$ cat config.mk
export PLATFORM = sky130hd
export DESIGN_NAME = multicycle_control
export DESIGN_NICKNAME = d
export VERILOG_FILES = /design/src/rtl/mips_pkg.sv /design/src/rtl/multicycle_control.sv
export SDC_FILE = /design/constraint.sdc
export NUM_CORES = 1
export LEC_CHECK = 0
export BUFFER_PORTS_ARGS = -buffer_cell sky130_fd_sc_hd__clkbuf_2
export CAP_MARGIN = 20
export CORE_MARGIN = 2
export CORE_UTILIZATION = 45
export CTS_CLUSTER_SIZE = 20
export DETAILED_ROUTE_END_ITERATION = 10
export PLACE_DENSITY = 0.88
export SETUP_SLACK_MARGIN = 0.2
export SYNTH_ARGS = -nofsm -noshare
export SYNTH_HDL_FRONTEND = slang
export SYNTH_SLANG_ARGS = --single-unit
$ cat constraint.sdc
create_clock -name clk -period 2.1 [get_ports clk]
set_input_delay 0.105 -clock clk [delete_from_list [all_inputs] [get_ports clk]]
set_output_delay 0.105 -clock clk [all_outputs]
set_load 0.005 [all_outputs]
$ cat src/rtl/mips_pkg.sv
// Shared encodings for the multicycle MIPS control path: FSM states, opcodes
// and the datapath mux/ALU select codes.
package mips_pkg;

  typedef enum logic [3:0] {
    FETCH  = 4'd0,
    DECODE = 4'd1,
    MEMADR = 4'd2,
    MEMRD  = 4'd3,
    MEMWB  = 4'd4,
    MEMWR  = 4'd5,
    EXEC   = 4'd6,
    RWB    = 4'd7,
    BRANCH = 4'd8,
    JUMP   = 4'd9,
    ADDIEX = 4'd10,
    ADDIWB = 4'd11
  } state_t;

  localparam logic [5:0] OP_RTYPE = 6'b000000;
  localparam logic [5:0] OP_LW    = 6'b100011;
  localparam logic [5:0] OP_SW    = 6'b101011;
  localparam logic [5:0] OP_BEQ   = 6'b000100;
  localparam logic [5:0] OP_J     = 6'b000010;
  localparam logic [5:0] OP_ADDI  = 6'b001000;

  localparam logic [1:0] ALUOP_ADD   = 2'b00;
  localparam logic [1:0] ALUOP_SUB   = 2'b01;
  localparam logic [1:0] ALUOP_FUNCT = 2'b10;

  localparam logic [1:0] SRCB_REGB  = 2'b00;
  localparam logic [1:0] SRCB_FOUR  = 2'b01;
  localparam logic [1:0] SRCB_IMM   = 2'b10;
  localparam logic [1:0] SRCB_IMMSH = 2'b11;

  localparam logic [1:0] PCSRC_ALU    = 2'b00;
  localparam logic [1:0] PCSRC_ALUOUT = 2'b01;
  localparam logic [1:0] PCSRC_JUMP   = 2'b10;

  function automatic logic is_legal(input logic [5:0] op);
    return (op == OP_RTYPE) || (op == OP_LW) || (op == OP_SW) ||
           (op == OP_BEQ) || (op == OP_J) || (op == OP_ADDI);
  endfunction

endpackage

$ cat src/rtl/multicycle_control.sv
// Main control FSM of the multicycle MIPS: sequences fetch, decode and the
// per-opcode execute/memory/writeback steps, waiting on mem_ready for memory.
module multicycle_control
  import mips_pkg::*;
(
  input  logic       clk,
  input  logic       rst,
  input  logic [5:0] opcode,
  input  logic       mem_ready,
  output logic       PCWrite,
  output logic       PCWriteCond,
  output logic       IorD,
  output logic       MemRead,
  output logic       MemWrite,
  output logic       MemtoReg,
  output logic       IRWrite,
  output logic       ALUSrcA,
  output logic       RegWrite,
  output logic       RegDest,
  output logic [1:0] ALUOp,
  output logic [1:0] ALUSrcB,
  output logic [1:0] PCSource,
  output logic       illegal_op,
  output logic       instr_done,
  output logic [3:0] state
);

  state_t state_q, state_d;

  always_ff @(posedge clk) begin
    if (rst) state_q <= FETCH;
    else     state_q <= state_d;
  end

  // Only the three memory states wait on mem_ready; all others advance unconditionally.
  always_comb begin
    state_d = state_q;
    case (state_q)
      FETCH:  if (mem_ready) state_d = DECODE;
      DECODE: begin
        case (opcode)
          OP_LW, OP_SW: state_d = MEMADR;
          OP_RTYPE:     state_d = EXEC;
          OP_BEQ:       state_d = BRANCH;
          OP_J:         state_d = JUMP;
          OP_ADDI:      state_d = ADDIEX;
          default:      state_d = FETCH;
        endcase
      end
      MEMADR: state_d = (opcode == OP_SW) ? MEMWR : MEMRD;
      MEMRD:  if (mem_ready) state_d = MEMWB;
      MEMWR:  if (mem_ready) state_d = FETCH;
      EXEC:   state_d = RWB;
      ADDIEX: state_d = ADDIWB;
      default: state_d = FETCH;
    endcase
  end

  // Outputs are forced low during reset so an abandoned instruction cannot write anything.
  always_comb begin
    PCWrite     = 1'b0;
    PCWriteCond = 1'b0;
    IorD        = 1'b0;
    MemRead     = 1'b0;
    MemWrite    = 1'b0;
    MemtoReg    = 1'b0;
    IRWrite     = 1'b0;
    ALUSrcA     = 1'b0;
    RegWrite    = 1'b0;
    RegDest     = 1'b0;
    ALUOp       = ALUOP_ADD;
    ALUSrcB     = SRCB_REGB;
    PCSource    = PCSRC_ALU;
    illegal_op  = 1'b0;
    instr_done  = 1'b0;
    state       = 4'd0;
    if (!rst) begin
      state = state_q;
      case (state_q)
        FETCH: begin
          MemRead = 1'b1;
          ALUSrcB = SRCB_FOUR;
          IRWrite = mem_ready;
          PCWrite = mem_ready;
        end
        DECODE: begin
          ALUSrcB    = SRCB_IMMSH;
          illegal_op = !is_legal(opcode);
        end
        MEMADR, ADDIEX: begin
          ALUSrcA = 1'b1;
          ALUSrcB = SRCB_IMM;
        end
        MEMRD: begin
          MemRead = 1'b1;
          IorD    = 1'b1;
        end
        MEMWB: begin
          RegWrite   = 1'b1;
          MemtoReg   = 1'b1;
          instr_done = 1'b1;
        end
        MEMWR: begin
          MemWrite   = 1'b1;
          IorD       = 1'b1;
          instr_done = mem_ready;
        end
        EXEC: begin
          ALUSrcA = 1'b1;
          ALUOp   = ALUOP_FUNCT;
        end
        RWB: begin
          RegWrite   = 1'b1;
          RegDest    = 1'b1;
          instr_done = 1'b1;
        end
        BRANCH: begin
          ALUSrcA     = 1'b1;
          ALUOp       = ALUOP_SUB;
          PCWriteCond = 1'b1;
          PCSource    = PCSRC_ALUOUT;
          instr_done  = 1'b1;
        end
        JUMP: begin
          PCWrite    = 1'b1;
          PCSource   = PCSRC_JUMP;
          instr_done = 1'b1;
        end
        ADDIWB: begin
          RegWrite   = 1'b1;
          instr_done = 1'b1;
        end
        default: ;
      endcase
    end
  end

endmodule

# After elaboration in Yosys (flattened, before gate mapping)
# Index checks and enable logic that the tools add are counted.
word_totals:
  in_bits: 9
  out_inout_bits: 22
  reg_bits: 4
classes:
  muxes: 37
  n_eq_ne: 19
  n_reduce_logical: 16
ops:
  columns: ["operator", "n"]
  rows:
  - ["$pmux W4 S7", 1]
  - ["$mux W1", 22]
  - ["$pmux W4 S5", 1]
  - ["$eq A4 B3 Y1 const B", 4]
  - ["$eq A4 B4 Y1 const B", 4]
  - ["$mux W4", 4]
  - ["$eq A6 B6 Y1 const B", 2]
  - ["$eq A4 B2 Y1 const B", 2]
  - ["$pmux W2 S2", 2]
  - ["$reduce_or A2 Y1", 4]
  - ["$eq A6 B2 Y1 const B", 1]
  - ["$eq A6 B3 Y1 const B", 1]
  - ["$eq A6 B4 Y1 const B", 1]
  - ["$logic_not A6 Y1", 1]
  - ["$mux W2", 3]
  - ["$ne A2 B2 Y1 const B", 3]
  - ["$pmux W2 S3", 1]
  - ["$logic_or A1 B1 Y1", 5]
  - ["$reduce_or A5 Y1", 1]
  - ["$eq A4 B1 Y1 const B", 1]
  - ["$logic_not A4 Y1", 1]
  - ["$pmux W1 S2", 2]
  - ["$reduce_or A4 Y1", 1]
  - ["$mux W3", 1]
  - ["3 further kinds", 3]

# Logic depth before layout (Yosys ltp)
logic_depth:
  depth_word: 9
  ltp_mapped: 5

# Worst setup path after synthesis
# OpenSTA, ideal clock, no wires.
synth_timing:
  path_type: "reg2out"
  start: "register state_q[3]"
  end: "output port ALUOp[0]"
  path_buffers: 3
  setup_slack_ns: 0.606
  t_required_ns: 1.995
  t_arrival_ns: 1.389
  path_stages_with_launch: 5
  path_cell_list: "dfxtp_1 -> clkbuf_1 -> clkbuf_1 -> nor3b_1 -> buf_4"
synth_via:
  elab_chain_len: 3
synth_lines:
  columns: ["element", "line_no", "source"]
  rows:
  - ["from (decl)", "multicycle_control.sv:28", "state_t state_q, state_d;"]
  - ["from (signal assigned)", "multicycle_control.sv:32", "else state_q <= state_d;"]
  - ["$eq A4 B4 Y1 or $eq A4 B3 Y1 (tied branches)", "multicycle_control.sv:79", "case (state_q)"]
  - ["$pmux W2 S2 (*)", "multicycle_control.sv:79", null]
  - ["$mux W2 (*)", "multicycle_control.sv:77", "if (!rst) begin"]
  - ["to (decl)", "multicycle_control.sv:20", "output logic [1:0] ALUOp,"]
# Every way passes the cells marked *; elsewhere a longest branch is shown, timed or not.

# Worst setup path after layout
layout_timing:
  start: "register state_q[1]"
  end: "output port instr_done"
layout_via:
  elab_chain_len: 4
layout_lines:
  columns: ["element", "line_no", "source"]
  rows:
  - ["$eq A4 B4 Y1 or $eq A4 B3 Y1 (tied branches)", "multicycle_control.sv:79", null]
  - ["$reduce_or A5 Y1 (no source line)", null, null]
  - ["$pmux W1 S2 (*)", "multicycle_control.sv:79", null]
  - ["$mux W1 (*)", "multicycle_control.sv:77", null]
  - ["to (decl)", "multicycle_control.sv:24", "output logic instr_done,"]
# Marked as above.

==> out/qor.txt <==
===========================================================================
Critical path data required time                                    2.00 ns
Number of buffers created by CTS                                          3
Antenna-violating nets left                                               0
Min-delay worst type                                           primary input to flop
Cell count after synthesis                                               90
Data arrival at the endpoint of the critical path                   1.64 ns
Vias in the first global route                                          556
Netlist area before placement                                     607 sq um
Top_reg_cell synth                                             sky130_fd_sc_hd__dfxtp_1
Highest ir drop seen on vdd                                      0.000207 V
Final Setup Violations                                                    0
Critical path start-end classification                         flop to output port
Async set or reset register ratio after synthesis                        0%
Half-perimeter wire length of the detailed placement result    1150 microns
Core outline area                                                1280 sq um
Effective utilization at floorplan                                    47.2%
Max FFs per register                                                      4
Clock Tree Buf Depth                                                      2
Post-synthesis to final-layout area growth                            24.7%
Mean area per synthesized cell                                   6.74 sq um
Max Clock Freq                                                      574 MHz
Max-slew violation count                                                  0
Number of rows in the core area                                          13
Leading registers by flop count                                state_q: 4 flops
Initial antenna violation count                                           0
Register with the highest flop count                                state_q
EDFF count, synth                                                         0
Number of violations of the max-capacitance limit                         0
TritonCTS clock tree                                                   done
Die outline area                                                 1660 sq um
N_diodes                                                                  0
Maximum number of pins on one net before global-route repair             22
Setup_tns                                                              0 ns
Total wire length after detailed routing                       1530 microns
First-pass GRT wire length                                     2290 microns
Post-Route Hold Slack                                              0.293 ns
Fin. Hold Viols                                                           0
Sequential element share of the synthesized area                      13.2%
Critical path capture point type                                output port
Power density of the placed cells                               327 nW/um^2
Cell variety after synth                                                 37
Transition at the pin with the smallest max-transition slack       0.417 ns
Worst-path clk slew                                                 0.03 ns
Gp weighted congestion                                                0.897
Cell leakage power                                                 0.359 nW
DRC Markers                                                               0
RSZ-0062 raised after global routing                                     no
Wire length per cell                                           11.9 microns
Aggregate global routing overflow                                         0
Setup Skew                                                      0.000116 ns
Warnings, synthesis                                                       0
Drt via density                                                        5.83
Via Count                                                               746
Headroom to the max-slew limit                                        71.5%
Run status                                                     finished clean
Vertical die dimension                                         40.7 microns
CTS Root Cell                                                  sky130_fd_sc_hd__clkbuf_4
Flops & latches, synth                                                    4
CTS H-Tree Depth                                                          1
Share of layout cells above drive strength 1                          34.5%
Net Count, Synth                                                         99
Final critical-path share of the clock period                         82.9%
NumNets Final                                                           124
Worst-skew pair later-pin latency                                   0.23 ns
# clock sinks                                                             4
Final critical path time including I/O delays and setup             1.74 ns
I/O pin total                                                            31
TritonRoute pass-1 iters                                                  4
Setup bufs post-CTS                                                       0
DRT iter0 DRCs                                                           20
Startpoint kind of the worst setup timing path                         flop
Critical Path Fanout Max                                                 16
IO buf count                                                             30
Global-route usage over all layers                                    20.3%
Width of the die                                               40.7 microns
===========================================================================
-- cells by family (layout without fill, tap and decap cells) --
| family | count (synthesis) | in the layout | synth area share [%] |
|---|---|---|---|
| xor gates and xnor gates | 4 | 4 | 5.77 |
| DFF | 4 | 4 | 13.2 |
| AOI/OAI and AO/OA | 21 | 21 | 26.2 |
| and+or+nand+nor | 49 | 49 | 45.8 |
| buffers and inverters | 12 | 35 | 9.07 |
-- worst paths after layout --
path                   start    endpoint  slack [ns]  cells after the start
setup / recovery  state_q[1]  instr_done        0.36                      4
hold / removal     mem_ready  state_q[0]        0.29                      3
setup reg to reg  state_q[0]  state_q[2]        0.69                      4
hold reg to reg   state_q[2]  state_q[3]        0.67                      1
-- critical path, cell delays in order (launching register included) --
cell and delay (ns):
sky130_fd_sc_hd__dfxtp_2 0.47, sky130_fd_sc_hd__nor2b_1 0.13, sky130_fd_sc_hd__a21o_1 0.19, sky130_fd_sc_hd__a2111oi_1 0.42
sky130_fd_sc_hd__clkbuf_2 0.18
-- cells in the mapped netlist, types with 3 or more instances --
cell type	number	area (sq um)
sky130_fd_sc_hd__clkbuf_1	6	22.5
sky130_fd_sc_hd__dfxtp_1	4	80.1
sky130_fd_sc_hd__nand2_1	6	22.5
sky130_fd_sc_hd__nand2b_1	5	31.3
sky130_fd_sc_hd__nor2_1	10	37.5
sky130_fd_sc_hd__nor2b_1	7	43.8
sky130_fd_sc_hd__nor3_1	8	40.0
sky130_fd_sc_hd__xor2_1	3	26.3
-- layout by cell type (no fill, tap or decap), drive strengths merged, types with 2 or more instances in the layout --
master   instances
inv              2
and4b            2
nor2            10
dfxtp            4
xor2             3
o21ai            2
a21oi            2
a21o             2
nor4             2
nor4b            2
a31oi            2
a2111oi          2
clkbuf          33
nand2b           5
nor3             8
nor2b            7
nand2            6
o32ai            2
and3             2
-- routing by layer --
layer / wire length, microns / GRT usage (%)
met1: 715 / 25.0
met2: 716 / 34.5
met3: 77 / 1.63
met4: 17 / 10.8
met5: 0 / 0
-- timing repair --
| item | in CTS | in global routing |
|---|---|---|
| cloned | 0 | 0 |
| hold buffers | 0 | 0 |
| gates resized for setup | 1 | 4 |
| setup endpoints to repair | 1 | 4 |
-- area by class of cell --
type / instances / area, sq um
Sequential cell: 4 / 85.1
Timing Repair Buffer: 30 / 150
Clock buffer: 3 / 22.5
Multi-Input combinational cell: 74 / 473
Tap cell: 15 / 18.8
Inverter: 2 / 7.51
Fill cell: 134 / 528
-- stage by stage --
stage                     total power [mW]  setup slack (ns)  area (sq um)  cells  util (%)
after global routing                 0.265             0.221           757    128      58.9
final                                0.248             0.359           757    128      58.9
after global placement               0.155             0.488           728    125      56.7
after floorplan                      0.129             0.606           607     90         -
after CTS                            0.253             0.231           752    128      58.5
after detailed placement             0.157             0.399           728    125      56.7
-- power breakdown --
group	total, mW	internal [mW]	switching, mW
registers	0.0873	0.0789	0.00844
clock network	0.0905	0.0636	0.0269
logic	0.0697	0.0316	0.0381
(Power assumes the default switching activity.)
